===== src/rtl/turn_scheduler_if.sv =====
// rtl/turn_scheduler_if.sv - byte-wide serial link channel of the turn scheduler
// Purpose: bundles the UART TX handshake and the RX byte strobe.
// Signals:
//   tx_byte  [7:0]  byte towards UART TX, held stable while tx_valid && !tx_ready
//   tx_valid        TX byte valid
//   tx_ready        UART TX accepts the byte this cycle
//   rx_byte  [7:0]  byte from UART RX
//   rx_valid        1-cycle strobe, rx_byte valid
// Modports: master = scheduler side, slave = UART side.
interface turn_scheduler_if;
  logic [7:0] tx_byte;
  logic       tx_valid;
  logic       tx_ready;
  logic [7:0] rx_byte;
  logic       rx_valid;

  modport master (output tx_byte, output tx_valid, input tx_ready,
                  input rx_byte, input rx_valid);
  modport slave  (input tx_byte, input tx_valid, output tx_ready,
                  output rx_byte, output rx_valid);
endinterface


===== src/rtl/turn_scheduler.sv =====
// rtl/turn_scheduler.sv - shot/answer turn sequencer between local board and remote peer
// Purpose: after placement, synchronises with the peer ('R' frames), then alternates
//   shooting rights, sends 'S' shots, answers incoming shots with 'A' frames after a
//   board lookup, counts hits and declares win/lose. Timeouts and protocol
//   violations end in a sticky link error.
// Ports:
//   clk, rst_n                 clock, asynchronous active-low reset
//   start_i, set_player_i      placement done pulse, 1 = local player shoots first
//   shot_valid_i, shot_pos_i   local shot request {row,col}; shot_ready_o accepts it
//   link_if                    UART TX handshake and RX strobe (master modport)
//   query_pos_o, query_valid_o board lookup strobe; query_hit_i one cycle later
//   your_turn_o                local player may shoot
//   result_valid_o/hit_o/pos_o answer to our shot
//   enemy_valid_o/hit_o/pos_o  resolved enemy shot
//   win_o, lose_o, link_error_o sticky end flags
//   state_led_o                current state encoding
module turn_scheduler #(
  parameter int TIMEOUT_CYCLES = 130_000_000,
  parameter int SHIP_CELLS     = 20
) (
  input  logic             clk,
  input  logic             rst_n,
  input  logic             start_i,
  input  logic             set_player_i,
  input  logic             shot_valid_i,
  input  logic [7:0]       shot_pos_i,
  output logic             shot_ready_o,
  turn_scheduler_if.master link_if,
  output logic [7:0]       query_pos_o,
  output logic             query_valid_o,
  input  logic             query_hit_i,
  output logic             your_turn_o,
  output logic             result_valid_o,
  output logic             result_hit_o,
  output logic [7:0]       result_pos_o,
  output logic             enemy_valid_o,
  output logic             enemy_hit_o,
  output logic [7:0]       enemy_pos_o,
  output logic             win_o,
  output logic             lose_o,
  output logic             link_error_o,
  output logic [3:0]       state_led_o
);

  localparam logic [7:0] OP_R = 8'h52;
  localparam logic [7:0] OP_S = 8'h53;
  localparam logic [7:0] OP_A = 8'h41;

  typedef enum logic [3:0] {
    ST_IDLE       = 4'h0,
    ST_SYNC       = 4'h1,
    ST_MY_TURN    = 4'h2,
    ST_SEND_SHOT  = 4'h3,
    ST_WAIT_ANS   = 4'h4,
    ST_THEIR_TURN = 4'h5,
    ST_LOOKUP     = 4'h6,
    ST_SEND_ANS   = 4'h7,
    ST_DONE       = 4'h8,
    ST_ERROR      = 4'hF
  } state_e;

  state_e      state_q, state_d;
  logic        first_q, first_d;
  logic        r_sent_q, r_sent_d;
  logic        r_rcvd_q, r_rcvd_d;
  logic [26:0] to_q, to_d;
  logic        rx_phase_q, rx_phase_d;
  logic [7:0]  rx_op_q, rx_op_d;
  logic        buf_full_q, buf_full_d;
  logic [7:0]  buf_op_q, buf_op_d;
  logic [7:0]  buf_pay_q, buf_pay_d;
  logic        tx_busy_q, tx_busy_d;
  logic        tx_phase_q, tx_phase_d;
  logic [7:0]  tx_op_q, tx_op_d;
  logic [7:0]  tx_pay_q, tx_pay_d;
  logic [7:0]  shot_pos_q, shot_pos_d;
  logic        query_valid_q, query_valid_d;
  logic [7:0]  query_pos_q, query_pos_d;
  logic        result_valid_q, result_valid_d;
  logic        result_hit_q, result_hit_d;
  logic        enemy_valid_q, enemy_valid_d;
  logic        enemy_hit_q, enemy_hit_d;
  logic [4:0]  my_hits_q, my_hits_d;
  logic [4:0]  their_hits_q, their_hits_d;
  logic        win_q, win_d;
  logic        lose_q, lose_d;
  logic        err_q, err_d;

  logic        frame_done, buf_pop, overflow, go_err, timeout;
  logic        tx_start, tx_fire, tx_done;
  logic [7:0]  tx_op_n, tx_pay_n;
  logic [4:0]  my_hits_inc, their_hits_inc;

  // RX parser: a byte that is not a known opcode in phase 0 is dropped so the
  // parser resynchronises on the next opcode.
  always_comb begin
    rx_phase_d = rx_phase_q;
    rx_op_d    = rx_op_q;
    frame_done = 1'b0;
    if (link_if.rx_valid) begin
      if (!rx_phase_q) begin
        if (link_if.rx_byte == OP_R || link_if.rx_byte == OP_S || link_if.rx_byte == OP_A) begin
          rx_op_d    = link_if.rx_byte;
          rx_phase_d = 1'b1;
        end
      end else begin
        rx_phase_d = 1'b0;
        frame_done = 1'b1;
      end
    end
  end

  // One-deep frame buffer; a pop and a new frame in the same cycle is legal.
  assign overflow = frame_done && buf_full_q && !buf_pop;

  always_comb begin
    buf_full_d = buf_full_q;
    buf_op_d   = buf_op_q;
    buf_pay_d  = buf_pay_q;
    if (buf_pop) buf_full_d = 1'b0;
    if (frame_done && (!buf_full_q || buf_pop)) begin
      buf_full_d = 1'b1;
      buf_op_d   = rx_op_q;
      buf_pay_d  = link_if.rx_byte;
    end
  end

  // TX engine: the FSM only requests a frame while the engine is idle.
  assign tx_fire = tx_busy_q && link_if.tx_ready;
  assign tx_done = tx_fire && tx_phase_q;

  always_comb begin
    tx_busy_d  = tx_busy_q;
    tx_phase_d = tx_phase_q;
    tx_op_d    = tx_op_q;
    tx_pay_d   = tx_pay_q;
    if (tx_start) begin
      tx_busy_d  = 1'b1;
      tx_phase_d = 1'b0;
      tx_op_d    = tx_op_n;
      tx_pay_d   = tx_pay_n;
    end else if (tx_fire) begin
      if (tx_phase_q) tx_busy_d = 1'b0;
      else            tx_phase_d = 1'b1;
    end
  end

  assign timeout        = (to_q == 27'(TIMEOUT_CYCLES - 1));
  assign my_hits_inc    = (my_hits_q == 5'h1F) ? my_hits_q : my_hits_q + 5'd1;
  assign their_hits_inc = (their_hits_q == 5'h1F) ? their_hits_q : their_hits_q + 5'd1;

  always_comb begin
    state_d        = state_q;
    first_d        = first_q;
    r_sent_d       = r_sent_q;
    r_rcvd_d       = r_rcvd_q;
    buf_pop        = 1'b0;
    tx_start       = 1'b0;
    tx_op_n        = OP_R;
    tx_pay_n       = 8'h00;
    shot_pos_d     = shot_pos_q;
    query_valid_d  = 1'b0;
    query_pos_d    = query_pos_q;
    result_valid_d = 1'b0;
    result_hit_d   = result_hit_q;
    enemy_valid_d  = 1'b0;
    enemy_hit_d    = enemy_hit_q;
    my_hits_d      = my_hits_q;
    their_hits_d   = their_hits_q;
    win_d          = win_q;
    lose_d         = lose_q;
    err_d          = err_q;
    go_err         = 1'b0;

    case (state_q)
      // Frames arriving before start (e.g. the peer's 'R') stay buffered.
      ST_IDLE: begin
        if (start_i) begin
          first_d  = set_player_i;
          r_sent_d = 1'b0;
          r_rcvd_d = 1'b0;
          tx_start = 1'b1;
          state_d  = ST_SYNC;
        end
      end
      ST_SYNC: begin
        if (tx_done) r_sent_d = 1'b1;
        if (buf_full_q) begin
          buf_pop = 1'b1;
          if (buf_op_q == OP_R) r_rcvd_d = 1'b1;
          else                  go_err   = 1'b1;
        end
        if (r_sent_d && r_rcvd_d) state_d = first_q ? ST_MY_TURN : ST_THEIR_TURN;
        else if (timeout)         go_err  = 1'b1;
      end
      ST_MY_TURN: begin
        if (shot_valid_i) begin
          shot_pos_d = shot_pos_i;
          tx_start   = 1'b1;
          tx_op_n    = OP_S;
          tx_pay_n   = shot_pos_i;
          state_d    = ST_SEND_SHOT;
        end
      end
      ST_SEND_SHOT: begin
        if (tx_done) state_d = ST_WAIT_ANS;
      end
      ST_WAIT_ANS: begin
        if (buf_full_q) begin
          buf_pop = 1'b1;
          if (buf_op_q == OP_A) begin
            result_valid_d = 1'b1;
            result_hit_d   = buf_pay_q[0];
            if (buf_pay_q[0]) begin
              my_hits_d = my_hits_inc;
              if (my_hits_inc == 5'(SHIP_CELLS)) begin
                win_d   = 1'b1;
                state_d = ST_DONE;
              end else begin
                state_d = ST_MY_TURN;
              end
            end else begin
              state_d = ST_THEIR_TURN;
            end
          end else if (buf_op_q == OP_S) begin
            go_err = 1'b1;
          end
        end else if (timeout) begin
          go_err = 1'b1;
        end
      end
      ST_THEIR_TURN: begin
        if (buf_full_q) begin
          buf_pop = 1'b1;
          if (buf_op_q == OP_S) begin
            query_valid_d = 1'b1;
            query_pos_d   = buf_pay_q;
            state_d       = ST_LOOKUP;
          end else if (buf_op_q == OP_A) begin
            go_err = 1'b1;
          end
        end
      end
      // First LOOKUP cycle carries the query strobe; the board answers in the second.
      ST_LOOKUP: begin
        if (!query_valid_q) begin
          enemy_valid_d = 1'b1;
          enemy_hit_d   = query_hit_i;
          tx_start      = 1'b1;
          tx_op_n       = OP_A;
          tx_pay_n      = {7'b0, query_hit_i};
          state_d       = ST_SEND_ANS;
        end
      end
      ST_SEND_ANS: begin
        if (tx_done) begin
          if (enemy_hit_q) begin
            their_hits_d = their_hits_inc;
            if (their_hits_inc == 5'(SHIP_CELLS)) begin
              lose_d  = 1'b1;
              state_d = ST_DONE;
            end else begin
              state_d = ST_THEIR_TURN;
            end
          end else begin
            state_d = ST_MY_TURN;
          end
        end
      end
      // DONE/ERROR: absorbing, incoming frames are discarded.
      default: begin
        if (buf_full_q) buf_pop = 1'b1;
      end
    endcase

    if (go_err || overflow) begin
      err_d   = 1'b1;
      state_d = ST_ERROR;
    end
  end

  assign to_d = (state_d != state_q) ? 27'd0 : to_q + 27'd1;

  always_ff @(posedge clk or negedge rst_n) begin
    if (!rst_n) begin
      state_q        <= ST_IDLE;
      first_q        <= 1'b0;
      r_sent_q       <= 1'b0;
      r_rcvd_q       <= 1'b0;
      to_q           <= 27'd0;
      rx_phase_q     <= 1'b0;
      rx_op_q        <= 8'h00;
      buf_full_q     <= 1'b0;
      buf_op_q       <= 8'h00;
      buf_pay_q      <= 8'h00;
      tx_busy_q      <= 1'b0;
      tx_phase_q     <= 1'b0;
      tx_op_q        <= 8'h00;
      tx_pay_q       <= 8'h00;
      shot_pos_q     <= 8'h00;
      query_valid_q  <= 1'b0;
      query_pos_q    <= 8'h00;
      result_valid_q <= 1'b0;
      result_hit_q   <= 1'b0;
      enemy_valid_q  <= 1'b0;
      enemy_hit_q    <= 1'b0;
      my_hits_q      <= 5'd0;
      their_hits_q   <= 5'd0;
      win_q          <= 1'b0;
      lose_q         <= 1'b0;
      err_q          <= 1'b0;
    end else begin
      state_q        <= state_d;
      first_q        <= first_d;
      r_sent_q       <= r_sent_d;
      r_rcvd_q       <= r_rcvd_d;
      to_q           <= to_d;
      rx_phase_q     <= rx_phase_d;
      rx_op_q        <= rx_op_d;
      buf_full_q     <= buf_full_d;
      buf_op_q       <= buf_op_d;
      buf_pay_q      <= buf_pay_d;
      tx_busy_q      <= tx_busy_d;
      tx_phase_q     <= tx_phase_d;
      tx_op_q        <= tx_op_d;
      tx_pay_q       <= tx_pay_d;
      shot_pos_q     <= shot_pos_d;
      query_valid_q  <= query_valid_d;
      query_pos_q    <= query_pos_d;
      result_valid_q <= result_valid_d;
      result_hit_q   <= result_hit_d;
      enemy_valid_q  <= enemy_valid_d;
      enemy_hit_q    <= enemy_hit_d;
      my_hits_q      <= my_hits_d;
      their_hits_q   <= their_hits_d;
      win_q          <= win_d;
      lose_q         <= lose_d;
      err_q          <= err_d;
    end
  end

  assign link_if.tx_valid = tx_busy_q;
  assign link_if.tx_byte  = tx_busy_q ? (tx_phase_q ? tx_pay_q : tx_op_q) : 8'h00;
  assign shot_ready_o     = (state_q == ST_MY_TURN);
  assign your_turn_o      = (state_q == ST_MY_TURN);
  assign query_valid_o    = query_valid_q;
  assign query_pos_o      = query_pos_q;
  assign result_valid_o   = result_valid_q;
  assign result_hit_o     = result_hit_q;
  assign result_pos_o     = shot_pos_q;
  assign enemy_valid_o    = enemy_valid_q;
  assign enemy_hit_o      = enemy_hit_q;
  assign enemy_pos_o      = query_pos_q;
  assign win_o            = win_q;
  assign lose_o           = lose_q;
  assign link_error_o     = err_q;
  assign state_led_o      = state_q;

endmodule


===== src/flat_wrapper.sv =====
// flat-port wrapper written by rule: the top's interface ports become plain ports
module turn_scheduler_flat 
#(
  parameter int TIMEOUT_CYCLES = 130_000_000,
  parameter int SHIP_CELLS     = 20
)
  (clk, rst_n, start_i, set_player_i, shot_valid_i, shot_pos_i, shot_ready_o, query_pos_o, query_valid_o, query_hit_i, your_turn_o, result_valid_o, result_hit_o, result_pos_o, enemy_valid_o, enemy_hit_o, enemy_pos_o, win_o, lose_o, link_error_o, state_led_o, link_if_tx_byte, link_if_tx_valid, link_if_tx_ready, link_if_rx_byte, link_if_rx_valid);
  turn_scheduler_if link_if_i ();
  input  logic clk;
  input  logic rst_n;
  input  logic start_i;
  input  logic set_player_i;
  input  logic shot_valid_i;
  input  logic [7:0] shot_pos_i;
  output logic shot_ready_o;
  output logic [7:0] query_pos_o;
  output logic query_valid_o;
  input  logic query_hit_i;
  output logic your_turn_o;
  output logic result_valid_o;
  output logic result_hit_o;
  output logic [7:0] result_pos_o;
  output logic enemy_valid_o;
  output logic enemy_hit_o;
  output logic [7:0] enemy_pos_o;
  output logic win_o;
  output logic lose_o;
  output logic link_error_o;
  output logic [3:0] state_led_o;
  output wire logic [$bits(link_if_i.tx_byte)-1:0] link_if_tx_byte;
  output wire logic [$bits(link_if_i.tx_valid)-1:0] link_if_tx_valid;
  input wire logic [$bits(link_if_i.tx_ready)-1:0] link_if_tx_ready;
  input wire logic [$bits(link_if_i.rx_byte)-1:0] link_if_rx_byte;
  input wire logic [$bits(link_if_i.rx_valid)-1:0] link_if_rx_valid;
  assign link_if_tx_byte = link_if_i.tx_byte;
  assign link_if_tx_valid = link_if_i.tx_valid;
  assign link_if_i.tx_ready = link_if_tx_ready;
  assign link_if_i.rx_byte = link_if_rx_byte;
  assign link_if_i.rx_valid = link_if_rx_valid;
  turn_scheduler #(.TIMEOUT_CYCLES(TIMEOUT_CYCLES), .SHIP_CELLS(SHIP_CELLS)) u_core (.clk(clk), .rst_n(rst_n), .start_i(start_i), .set_player_i(set_player_i), .shot_valid_i(shot_valid_i), .shot_pos_i(shot_pos_i), .shot_ready_o(shot_ready_o), .link_if(link_if_i), .query_pos_o(query_pos_o), .query_valid_o(query_valid_o), .query_hit_i(query_hit_i), .your_turn_o(your_turn_o), .result_valid_o(result_valid_o), .result_hit_o(result_hit_o), .result_pos_o(result_pos_o), .enemy_valid_o(enemy_valid_o), .enemy_hit_o(enemy_hit_o), .enemy_pos_o(enemy_pos_o), .win_o(win_o), .lose_o(lose_o), .link_error_o(link_error_o), .state_led_o(state_led_o));
endmodule

===== config.mk =====
export PLATFORM = sky130hd
export DESIGN_NAME = turn_scheduler_flat
export DESIGN_NICKNAME = d
export VERILOG_FILES = /design/src/rtl/turn_scheduler_if.sv /design/src/rtl/turn_scheduler.sv /design/src/flat_wrapper.sv
export SDC_FILE = /design/constraint.sdc
export NUM_CORES = 1
export LEC_CHECK = 0
export ABC_AREA = 1
export BUFFER_PORTS_ARGS = -buffer_cell sky130_fd_sc_hd__buf_4
export CORE_MARGIN = 1
export CORE_UTILIZATION = 35
export DETAILED_ROUTE_END_ITERATION = 8
export GPL_TIMING_DRIVEN = 0
export PLACE_DENSITY_LB_ADDON = 0.1
export RECOVER_POWER = 25
export SLEW_MARGIN = 0
export SYNTH_ARGS = -nofsm -noshare
export SYNTH_HDL_FRONTEND = slang
export SYNTH_SLANG_ARGS = --single-unit

===== constraint.sdc =====
create_clock -name clk -period 1.9 [get_ports clk]
set_input_delay 0.095 -clock clk [delete_from_list [all_inputs] [get_ports clk]]
set_output_delay 0.095 -clock clk [all_outputs]
set_load 0.1 [all_outputs]

=== Word-level counts from Yosys, hierarchy flattened ===
Cells that the tools add are included.

* Flip-flop bits (word level): 112
* Input port bits: 24
* Output and inout port bits: 47
* Logic and storage cells: 151

* Add/sub/neg operators: 3
* Eq/ne operators: 20
* Muxes and demuxes: 70
* Bitwise gates (word level): 2
* Reduce and logical (&&, ||, !) cells: 30

{| class="wikitable"
|+ Operators by type and width
! operator !! count
|-
| 4-bit 2-to-1 mux || 15
|-
| 8-bit by 7-bit equality test with 1-bit output, second input constant || 6
|-
| 1-bit 2-to-1 mux || 40
|-
| 4-bit one-hot mux with 8 select lines || 1
|-
| 8-bit one-hot mux with 2 select lines || 2
|-
| 27-bit by 1-bit adder with 27-bit output, second input constant || 1
|-
| 27-bit equality test, second input constant || 1
|-
| 27-bit 2-to-1 mux || 1
|-
| 8-bit 2-to-1 mux || 3
|-
| 5-bit equality test, second input constant || 4
|-
| 4-bit by 3-bit equality test with 1-bit output, second input constant || 4
|-
| 5-bit 2-to-1 mux || 3
|-
| 3-bit AND reduction || 4
|-
| 5-bit by 1-bit adder with 5-bit output, second input constant || 2
|-
| 2-bit AND reduction || 5
|-
| 4-bit by 2-bit equality test with 1-bit output, second input constant || 2
|-
| 4-bit AND reduction || 2
|-
| 2-bit nonzero test || 4
|-
| 1-bit logical AND || 6
|-
| 1-bit one-hot mux with 3 select lines || 2
|-
| 5-bit AND reduction || 1
|-
| 5-bit OR reduction || 1
|-
| 4-bit by 1-bit equality test with 1-bit output, second input constant || 1
|-
| 4-bit logical NOT || 1
|-
| other kinds (7) || 13
|}

=== Logic depth before layout (Yosys ltp) ===
Gate-level depths: netlist (run 1).

* Depth after elaboration: 11
* Gate-level depth with buffers: 18
* Depth with buffers taken out: 17

=== Worst setup path after synthesis (run 1) ===
OpenSTA, ideal clock, no wires.

* Kind: register to output
* Start: register u_core.tx_busy_q, in the netlist u_core.link_if.tx_valid
* End: output port link_if_tx_byte[1]
* Data arrival time: 3469 ps
* Data required time: 1805 ps
* Path slack: -1664 ps
* Stages on the path, launching flop included: 3
* Buffers on the path: 0
* Cells stage by stage: dfrtp_1 -> nand2_1 -> o21ai_0

* Word-level cells in the longest chain between the ends: 1

{| class="wikitable"
|+ RTL lines
! item !! RTL line !! RTL
|-
| start, declared || turn_scheduler.sv:72 || <nowiki>logic tx_busy_q, tx_busy_d;</nowiki>
|-
| start signal, assigned || turn_scheduler.sv:323 || <nowiki>tx_busy_q <= tx_busy_d;</nowiki>
|-
| 8-bit 2-to-1 mux || turn_scheduler.sv:343 || <nowiki>assign link_if.tx_byte = tx_busy_q ? (tx_phase_q ? tx_pay_q : tx_op_q) : 8'h00;</nowiki>
|-
| end, declared || flat_wrapper.sv:30 || <nowiki>output wire logic [$bits(link_if_i.tx_byte)-1:0] link_if_tx_byte;</nowiki>
|}

Every way passes these cells.

=== Final worst setup path (run 1) ===
* Start: register u_core.to_q[1]
* End: register u_core.to_q[26]

* Word-level cells in the longest chain between the ends: 8
* Elaborated cells between the ends (all ways): 11
* Those cells by class: add/sub (1); eq/ne (2); mux (7); reduce/logical (1)

{| class="wikitable"
|+ RTL lines
! item !! RTL line !! RTL
|-
| start, declared || turn_scheduler.sv:66 || <nowiki>logic [26:0] to_q, to_d;</nowiki>
|-
| start signal, assigned || turn_scheduler.sv:317 || <nowiki>to_q <= to_d;</nowiki>
|-
| 27-bit equality test || turn_scheduler.sv:148 || <nowiki>assign timeout = (to_q == 27'(TIMEOUT_CYCLES - 1));</nowiki>
|-
| 1-bit 2-to-1 mux (on tied branches) || turn_scheduler.sv:228, turn_scheduler.sv:194 ||
|-
| 1-bit 2-to-1 mux (on tied branches) || turn_scheduler.sv:209, turn_scheduler.sv:193 ||
|-
| 1-bit one-hot mux with 3 select lines || turn_scheduler.sv:175 || <nowiki>case (state_q)</nowiki>
|-
| 1-bit logical OR || turn_scheduler.sv:276 || <nowiki>if (go_err || overflow) begin</nowiki>
|-
| 4-bit 2-to-1 mux || turn_scheduler.sv:276 ||
|-
| 4-bit inequality test || turn_scheduler.sv:282 || <nowiki>assign to_d = (state_d != state_q) ? 27'd0 : to_q + 27'd1;</nowiki>
|-
| 27-bit 2-to-1 mux (*) || turn_scheduler.sv:282 ||
|-
| named net u_core.to_d[26] || turn_scheduler.sv:66 ||
|}

The timed path passes the listed nets; every way through them passes the cells marked *.
A chain may end at the register's enable or synchronous reset.

==> out/results.txt, run 1 <==
Worst EP required: 2.17 ns
Synth top area cells: dfrtp_1 49%, nand2_1 11%, inv_1 6.5%
Final Skew: 0.00656 ns
Slowest cell on the critical path: dfrtp_1
FMAX: 450 MHz
Static Leak: 3.53 nW
Final Hold Viols: 0
RSZ-0062 raised after global routing: yes
# Max-Cap Violations: 0
Largest net degree at the start of global routing: 108
Final wirelength: 12,700 um
Top-count cell post-synth: nand2_1
Cells after Synth: 645
Post-synth ARST share: 100%
Worst min path class: input port to register
Hold path cells: 3
Crit path depth: 11
Initial Utilization: 35.7%
Period utilization: 117%
Post-Layout Cell Count: 971
Final Max Tran Viols: 0
First-pass GRT wire length: 21,000 um
Crit-path cells: ha_2 -> nand2_2 -> nor2_4 -> buf_4 -> nand4_1 -> nor2_1 -> nand4_1 -> nor3_2 -> nand4_1 -> xor2_1 -> nor3_1
Drt wl/cell: 13.1 um
Hold_ws: 0.0168 ns
Final GP Congestion: 0.819
Most Frequent Cell on Critical Path: nand4_1
Die area: 16,000 um^2
DRT antenna net count: 0
CTS tree: built
Tot GR Track Use: 16.4%
Post-synthesis net count: 672
Nets: 805
Worst setup EP type: register
Outcome: complete, but fails checks
Max VDD drop: 428 uV
R2R cell count: 11
First-pass iteration count of the detailed router: 4
Clk slew on worst S/H paths: 0.07 ns
Core ar.: 15,100 um^2
Via count: 4,546
Clock sink total: 107
Failing checks: negative setup slack
Post-synth top area share: 49.5%
Vias per cell: 4.68
Worst-margin pin slew: 0.871 ns
Initial antenna violation count: 0
Area Overhead vs Synth: 37.3%
Post-Syn Area: 5410 um^2
Crit path DAT: 2.49 ns
Die Wd: 126 um
Register area share after synthesis: 49.5%
DR iter-0 viols: 205
PortBufs: 70
Main synth FF type: dfrtp_1
Post-synthesis register bit count: 107
CTS H-tree lvls: 3
Warnings from Yosys: 0
Crit-path max FO: 4
Tmin final: 2.22 ns
Slew HR: 41.9%
EDFF count, synth: 0
PwrDens: 630 nW/um^2
Clock buffer count from CTS: 9
Final WS setup: -0.323 ns
GRT overflow: 0
Skew-Pair Late Insertion Delay: 0.36 ns
Row Count: 45
Final Setup Violations: 28
Inserted Diodes: 0
Dpl cells: 903
Worst path buffer plus inverter count: 1
Vias in the first global route: 4,451
CP delay by family, top: simple AND/OR/NAND/NOR gates
Most common library cells after synthesis: 158 x nand2_1, 107 x dfrtp_1, 94 x inv_1, 53 x nor2_1, 42 x o21ai_0
Syn Area/Cell: 8.39 um^2
Die Ht: 126 um
Root Buffer: clkbuf_16
Longest Clk Path Bufs: 2
Total I/O pin count: 71
Layout cells sized above 1: 33.3%
Placed wire-length estimate: 8490 um
Max stage delay on crit path: 0.36 ns
Distinct cells, synth: 37
Yosys top cell by area: dfrtp_1
Critical path class: register to register
CP startpoint kind: register
Post-route DRC: 0
## final cells by class
class                      instances  area (um^2)
fill                            1451         7710
sequential                       107         2700
multi-input combinational        417         2650
timing repair buffer             122          991
inverter                         100          383
clock buffer                      10          239
tap                              188          235
buffer                            21          190
clock inverter                     6         47.5
## flip-flops by register name, indices dropped and copies added, names as in the netlist, 3 cells and up
signal               flops
u_core.to_q             27
u_core.buf_op_q          8
u_core.buf_pay_q         8
u_core.enemy_pos_o       8
u_core.result_pos_o      8
u_core.rx_op_q           8
u_core.tx_pay_q          8
u_core.my_hits_q         5
u_core.their_hits_q      5
u_core.state_led_o       4
u_core.tx_op_q           3
## per-stage QoR
| stage | power (W) | utilization [%] | area (um^2) | worst slack (ns) | setup TNS [ns] |
|---|---|---|---|---|---|
| 6_report | 0.00468 | 49.1 | 7430 | -0.323 | -8.15 |
| 5_1_grt | 0.00492 | 49.1 | 7430 | -0.543 | -18.81 |
| 4_1_cts | 0.00476 | 46.9 | 7100 | -0.300 | -7.58 |
| 3_5_place_dp | 0.00289 | 41.7 | 6320 | -0.500 | -13.36 |
| 3_3_place_gp | 0.00288 | 41.7 | 6320 | -0.455 | -12.28 |
| 2_1_floorplan | 0.00273 | - | 5560 | -0.259 | -6.43 |
## report_power, final
group / total, W / switching [W] / leakage [nW] / internal (W)
clock: 0.00182 / 0.000886 / 0.128 / 0.000935
combinational: 0.000381 / 0.000242 / 2.06 / 0.000140
sequential: 0.00248 / 0.0000822 / 1.34 / 0.00240
total: 0.00468 / 0.00121 / 3.53 / 0.00347
## kinds of logic (layout without fill, tap and decap cells)
| logic type | after synthesis | count (layout) | synth area share, % |
|---|---|---|---|
| flops | 107 | 107 | 49.5 |
| fa+ha+maj | 3 | 3 | 0.694 |
| mux | 3 | 3 | 0.624 |
| xor+xnor | 25 | 25 | 4.05 |
| compound gates | 65 | 65 | 6.52 |
| buf+inv | 122 | 259 | 9.80 |
| simple gates | 320 | 321 | 28.8 |
## cells in the final DEF, fill, tap and decap left out, types with 4 or more instances in the layout
| cell | instances |
|---|---|
| dlygate4sd3_1 | 12 |
| inv_2 | 4 |
| nand2_1 | 143 |
| nand3_1 | 26 |
| inv_1 | 93 |
| nand2_4 | 5 |
| nor2_1 | 37 |
| nor2_4 | 16 |
| dfrtp_4 | 5 |
| nor3_4 | 9 |
| nor3_1 | 7 |
| xnor2_1 | 6 |
| nand3_4 | 4 |
| a21oi_1 | 8 |
| nor3_2 | 23 |
| xor2_1 | 19 |
| clkbuf_16 | 10 |
| clkbuf_1 | 4 |
| dfrtp_1 | 100 |
| o22ai_1 | 5 |
| nor2_2 | 8 |
| buf_6 | 4 |
| nand4_1 | 16 |
| buf_4 | 113 |
| o21ai_0 | 40 |
| nand2_2 | 14 |
| clkinvlp_4 | 4 |
| nand3_2 | 6 |
## path summary, 6_finish.rpt
| check | endpoint | slack, ns | startpoint |
|---|---|---|---|
| max | u_core.to_q[26]$_DFF_PN0_ | -0.32 | u_core.to_q[1]$_DFF_PN0_ |
| min | u_core.tx_phase_q$_DFFE_PN0P_ | 0.02 | link_if_tx_ready |
| max reg2reg | u_core.to_q[26]$_DFF_PN0_ | -0.32 | u_core.to_q[1]$_DFF_PN0_ |
| min reg2reg | u_core.rx_op_q[6]$_DFFE_PN0P_ | 0.45 | u_core.rx_op_q[6]$_DFFE_PN0P_ |
| max in group asynchronous | u_core.state_led_o[3]$_DFF_PN0_ | 0.17 | rst_n |
| min in group asynchronous | u_core.tx_pay_q[1]$_DFFE_PN0P_ | 0.33 | rst_n |
## worst min-delay path, cell delays in order
cell	delay (ns)
buf_4	0.11
nand2_2	0.06
a21oi_1	0.06
## timing repair
action                     CTS  global route
gates resized for setup     40            50
cloned                       2             1
setup endpoints to repair   50            49
hold buffers                11             1
pin swaps                    6            17
hold endpoints to repair    17           107
setup buffers               24            13
## metal layers
layer	GRT usage, %	part of all wire, %
met1	21.1	47
met2	27.2	50
met3	4.30	2.5
met4	4.61	0.80
met5	0	0
Note: power is estimated with default switching activity, not from simulation.
==> inputs of run 2 (changes only) <==
--- a/config.mk
+++ b/config.mk
@@ -10,7 +10,6 @@
 export CORE_MARGIN = 1
 export CORE_UTILIZATION = 35
 export DETAILED_ROUTE_END_ITERATION = 8
-export GPL_TIMING_DRIVEN = 0
 export PLACE_DENSITY_LB_ADDON = 0.1
 export RECOVER_POWER = 25
 export SLEW_MARGIN = 0
==> out/results.txt, run 2 (synthesized netlist as in run 1, its figures left out) <==
Outcome: complete, but fails checks
Failing checks: negative setup slack
FMAX: 457 MHz
Final wirelength: 13,200 um
Tot GR Track Use: 17.1%
Tmin final: 2.19 ns
Longest Clk Path Bufs: 2
Die area: 16,000 um^2
Clk slew on worst S/H paths: 0.07 ns
Slowest cell on the critical path: dfrtp_1
Crit-path max FO: 7
RSZ-0062 raised after global routing: yes
Initial Utilization: 35.7%
DR iter-0 viols: 264
# Max-Cap Violations: 0
Most Frequent Cell on Critical Path: nand2_1
DRT antenna net count: 0
CP delay by family, top: simple AND/OR/NAND/NOR gates
Nets: 888
Static Leak: 3.92 nW
Initial antenna violation count: 0
Pwr Total: 0.00506 W
Inserted Diodes: 0
Placed wire-length estimate: 9580 um
Worst min path class: input port to register
Max VDD drop: 514 uV
Final Hold Viols: 0
CP startpoint kind: register
Row Count: 45
Vias per cell: 4.60
Crit path DAT: 2.47 ns
First-pass iteration count of the detailed router: 4
Critical path class: register to register
Period utilization: 115%
Final GP Congestion: 0.845
Worst setup EP type: register
Worst-margin pin slew: 1.14 ns
Area Overhead vs Synth: 46.7%
Max FFs per register: 27
PortBufs: 70
Crit-path cells: ha_4 -> nand4_1 -> nand2_1 -> nand2_2 -> nor2_4 -> nand2_2 -> nand2_1 -> nand2_1 -> nand2_1 -> nand3_1 -> nor2_2 -> nand3_1 -> nand2_2 -> nand2_4 -> buf_12 -> nor3_2
Final Setup Violations: 27
Slew HR: 23.8%
First-pass GRT wire length: 21,900 um
Final Max Tran Viols: 0
Root Buffer: clkbuf_16
GRT overflow: 0
Commonest non-fill, non-tap cells in the layout: 206 x buf_4, 145 x nand2_1, 100 x dfrtp_1
Hold_ws: 0.0223 ns
FF-to-FF setup slack: -0.29 ns
PwrDens: 638 nW/um^2
Final Util: 52.4%
Final Skew: 0.00830 ns
Die Ht: 126 um
Post-route DRC: 0
Place WS: -0.333 ns
Layout cells sized above 1: 39.4%
CTS H-tree lvls: 3
Worst EP required: 2.18 ns
Most common cell after layout, fill and taps aside: buf_4
Die Wd: 126 um
Via count: 4,846
Worst path buffer plus inverter count: 1
Drt wl/cell: 12.5 um
Total I/O pin count: 71
Biggest register: u_core.to_q
Clock buffer count from CTS: 9
Vias in the first global route: 4,716
Final WS setup: -0.290 ns
Max stage delay on crit path: 0.40 ns
Skew-Pair Late Insertion Delay: 0.35 ns
Largest net degree at the start of global routing: 61
Core ar.: 15,100 um^2
CTS tree: built
Clock sink total: 107
run 2: per-stage QoR:
| stage | setup TNS [ns] | area (um^2) | std cells |
|---|---|---|---|
| floorplan | -6.43 | 5560 | 645 |
| global placement | -7.97 | 7170 | 1008 |
| detailed placement | -7.86 | 7170 | 1008 |
| CTS | -5.76 | 7780 | 1045 |
| global route | -12.21 | 7940 | 1054 |
| finish | -6.74 | 7940 | 1054 |
run 2: layout make-up:
| type | count | area (um^2) |
|---|---|---|
| inverters | 100 | 378 |
| multi-input cells | 416 | 2500 |
| well taps | 188 | 235 |
| repair buffers | 227 | 1800 |
| flip-flops and latches | 107 | 2700 |
| fillers | 1434 | 7210 |
| clock inverters | 6 | 97.6 |
| clock buffers | 10 | 229 |
run 2: layer usage:
metal / track usage (%) / up-vias / share of wire [%]
met5: 0 / - / 0
met4: 5.95 / 0 / 1.8
met3: 3.12 / 18 / 2.4
met2: 28.6 / 55 / 50
met1: 22.3 / 2304 / 46
li1: - / 2469 / -
run 2: what timing repair did:
item | in CTS | in global routing
resized for setup | 24 | 28
hold endpoints to repair | 124 | 0
setup endpoints to repair | 35 | 55
setup buffers | 9 | 12
hold buffers | 12 | 0
pin swaps | 6 | 28
cloned | 0 | 1
run 2: worst register-to-register path: stages (launching register included):
cell and delay (ns):
dfrtp_1 0.40, ha_4 0.16, nand4_1 0.18, nand2_1 0.18, nand2_2 0.07, nor2_4 0.08
nand2_2 0.06, nand2_1 0.06, nand2_1 0.04, nand2_1 0.09, nand3_1 0.08, nor2_2 0.12
nand3_1 0.10, nand2_2 0.10, nand2_4 0.09, buf_12 0.16, nor3_2 0.15
run 2: where the power goes:
| group | total [W] | switching, W | internal, W | leakage (nW) |
|---|---|---|---|---|
| combinational | 0.000537 | 0.000283 | 0.000255 | 2.42 |
| sequential | 0.00247 | 0.0000706 | 0.00240 | 1.34 |
| clock | 0.00206 | 0.000883 | 0.00118 | 0.159 |
run 2: path summary, 6_finish.rpt:
| path | start | endpoint | cells past startpoint |
|---|---|---|---|
| max | u_core.my_hits_q[0]$_DFFE_PN0P_ | u_core.to_q[20]$_DFF_PN0_ | 16 |
| min | shot_pos_i[1] | u_core.result_pos_o[1]$_DFFE_PN0P_ | 3 |
| max reg2reg | u_core.my_hits_q[0]$_DFFE_PN0P_ | u_core.to_q[20]$_DFF_PN0_ | 16 |
| min reg2reg | u_core.rx_op_q[6]$_DFFE_PN0P_ | u_core.rx_op_q[6]$_DFFE_PN0P_ | 2 |
| max in group asynchronous | rst_n | u_core.state_led_o[0]$_DFF_PN0_ | 3 |
| min in group asynchronous | rst_n | u_core.result_pos_o[1]$_DFFE_PN0P_ | 2 |
==> inputs of run 3 (changes only) <==
--- a/config.mk
+++ b/config.mk
@@ -10,6 +10,7 @@
 export CORE_MARGIN = 1
 export CORE_UTILIZATION = 35
 export DETAILED_ROUTE_END_ITERATION = 8
+export MAX_ROUTING_LAYER = met4
 export PLACE_DENSITY_LB_ADDON = 0.1
 export RECOVER_POWER = 25
 export SLEW_MARGIN = 0
==> out/results.txt, run 3 (synthesized netlist as in run 1, its figures left out) <==
Die area: 16,000 um^2
Max VDD drop: 514 uV
Worst EP required: 2.18 ns
Final wirelength: 13,200 um
Tot GR Track Use: 17.7%
RSZ-0062 raised after global routing: yes
Clk slew on worst S/H paths: 0.07 ns
Final Skew: 0.00930 ns
CTS H-tree lvls: 3
Tmin final: 2.20 ns
Worst-margin pin slew: 1.14 ns
Die Wd: 126 um
Post-route DRC: 0
FMAX: 455 MHz
PwrDens: 639 nW/um^2
Worst min path class: input port to register
Root Buffer: clkbuf_16
Layout cells sized above 1: 39.7%
Static Leak: 3.93 nW
Via count: 4,855
Inserted Diodes: 0
Most common cell after layout, fill and taps aside: buf_4
Final Max Tran Viols: 0
Vias per cell: 4.61
Clock sink total: 107
CTS tree: built
# Max-Cap Violations: 0
Initial Utilization: 35.7%
Final Setup Violations: 27
Clock buffer count from CTS: 9
Period utilization: 116%
Largest net degree at the start of global routing: 61
Crit-path max FO: 7
Skew-Pair Late Insertion Delay: 0.35 ns
First-pass GRT wire length: 21,900 um
Biggest register: u_core.to_q
Longest Clk Path Bufs: 2
DR iter-0 viols: 241
Final Hold Viols: 0
CP startpoint kind: register
Core ar.: 15,100 um^2
Nets: 888
Placed wire-length estimate: 9580 um
DRT antenna net count: 0
First-pass iteration count of the detailed router: 4
Total I/O pin count: 71
Drt wl/cell: 12.6 um
Vias in the first global route: 4,710
Final Util: 52.4%
Initial antenna violation count: 0
PortBufs: 70
Commonest non-fill, non-tap cells in the layout: 206 x buf_4, 145 x nand2_1, 100 x dfrtp_1
Final WS setup: -0.298 ns
Max FFs per register: 27
Crit path DAT: 2.47 ns
Final GP Congestion: 0.859
Critical path class: register to register
Hold_ws: 0.0231 ns
Slew HR: 23.8%
Outcome: complete, but fails checks
Die Ht: 126 um
Worst setup EP type: register
GRT overflow: 0
Area Overhead vs Synth: 46.8%
Failing checks: negative setup slack
Row Count: 45
## run 3: cell types whose count changed in the layout (fill, tap and decap cells not counted)
cell     before  now
inv_1        94   93
nor2_2       12   13
inv_2         5    6
nand3_2       6    7
nand3_1      27   26
nor2_1       35   34
## run 3: final timing paths
path	slack, ns	endpoint	startpoint	depth (start not counted)
worst min-delay path	0.02	u_core.result_pos_o[1]$_DFFE_PN0P_	shot_pos_i[1]	3
min in group asynchronous	0.11	u_core.result_pos_o[1]$_DFFE_PN0P_	rst_n	2
worst max-delay path	-0.30	u_core.to_q[20]$_DFF_PN0_	u_core.my_hits_q[0]$_DFFE_PN0P_	16
worst max register to register	-0.30	u_core.to_q[20]$_DFF_PN0_	u_core.my_hits_q[0]$_DFFE_PN0P_	16
max in group asynchronous	0.29	u_core.state_led_o[0]$_DFF_PN0_	rst_n	3
worst min register to register	0.45	u_core.rx_op_q[6]$_DFFE_PN0P_	u_core.rx_op_q[6]$_DFFE_PN0P_	2
## run 3: final cells by class
cell class                      instances  area [um^2]
Sequential cell                       107         2700
Inverter                              100          378
Clock inverter                          6         97.6
Timing Repair Buffer                  227         1800
Multi-Input combinational cell        416         2510
Clock buffer                           10          229
Fill cell                            1436         7200
Tap cell                              188          235
## run 3: metal layers
metal  wire, um  up-vias  part of all wire (%)  track usage (%)
li1           -     2467                     -                -
met1       6150     2309                    46             22.3
met2       6550       59                    49             28.6
met3        303       20                   2.3             3.12
met4        232        0                   1.8             5.95
met5          0        -                     0                -
## run 3: worst max-delay path: stages (launching register included)
cell	delay (ns)
dfrtp_1	0.40
ha_4	0.16
nand4_1	0.18
nand2_1	0.18
nand2_2	0.07
nor2_4	0.08
nand2_2	0.06
nand2_1	0.06
nand2_1	0.04
nand2_1	0.09
nand3_1	0.08
nor2_2	0.12
nand3_1	0.10
nand2_2	0.10
nand2_4	0.09
buf_12	0.16
nor3_2	0.15
## run 3: power by group
part           leakage, nW  switching (W)  internal [W]  total, W
Combinational         2.43       0.000290      0.000263  0.000553
Clock                0.159       0.000881       0.00118   0.00206
Sequential            1.34      0.0000701       0.00240   0.00247
## run 3: what timing repair did
item,in CTS,in global routing
gates resized for setup,24,31
hold buffers,12,0
pin swaps,6,28
cloned,0,1
hold endpoints to repair,124,0
buffers inserted,9,12
endpoints found under the setup margin,35,55
## run 3: through the flow
stage / cell area (um^2) / instances / setup slack [ns] / TNS (ns) / power [W]
after floorplan: 5560 / 645 / -0.259 / -6.43 / 0.00273
after global placement: 7170 / 1008 / -0.314 / -7.97 / 0.00302
after detailed placement: 7170 / 1008 / -0.333 / -7.86 / 0.00304
after CTS: 7780 / 1045 / -0.225 / -5.76 / 0.00514
after global routing: 7940 / 1054 / -0.472 / -12.21 / 0.00531
final: 7940 / 1054 / -0.298 / -6.85 / 0.00508
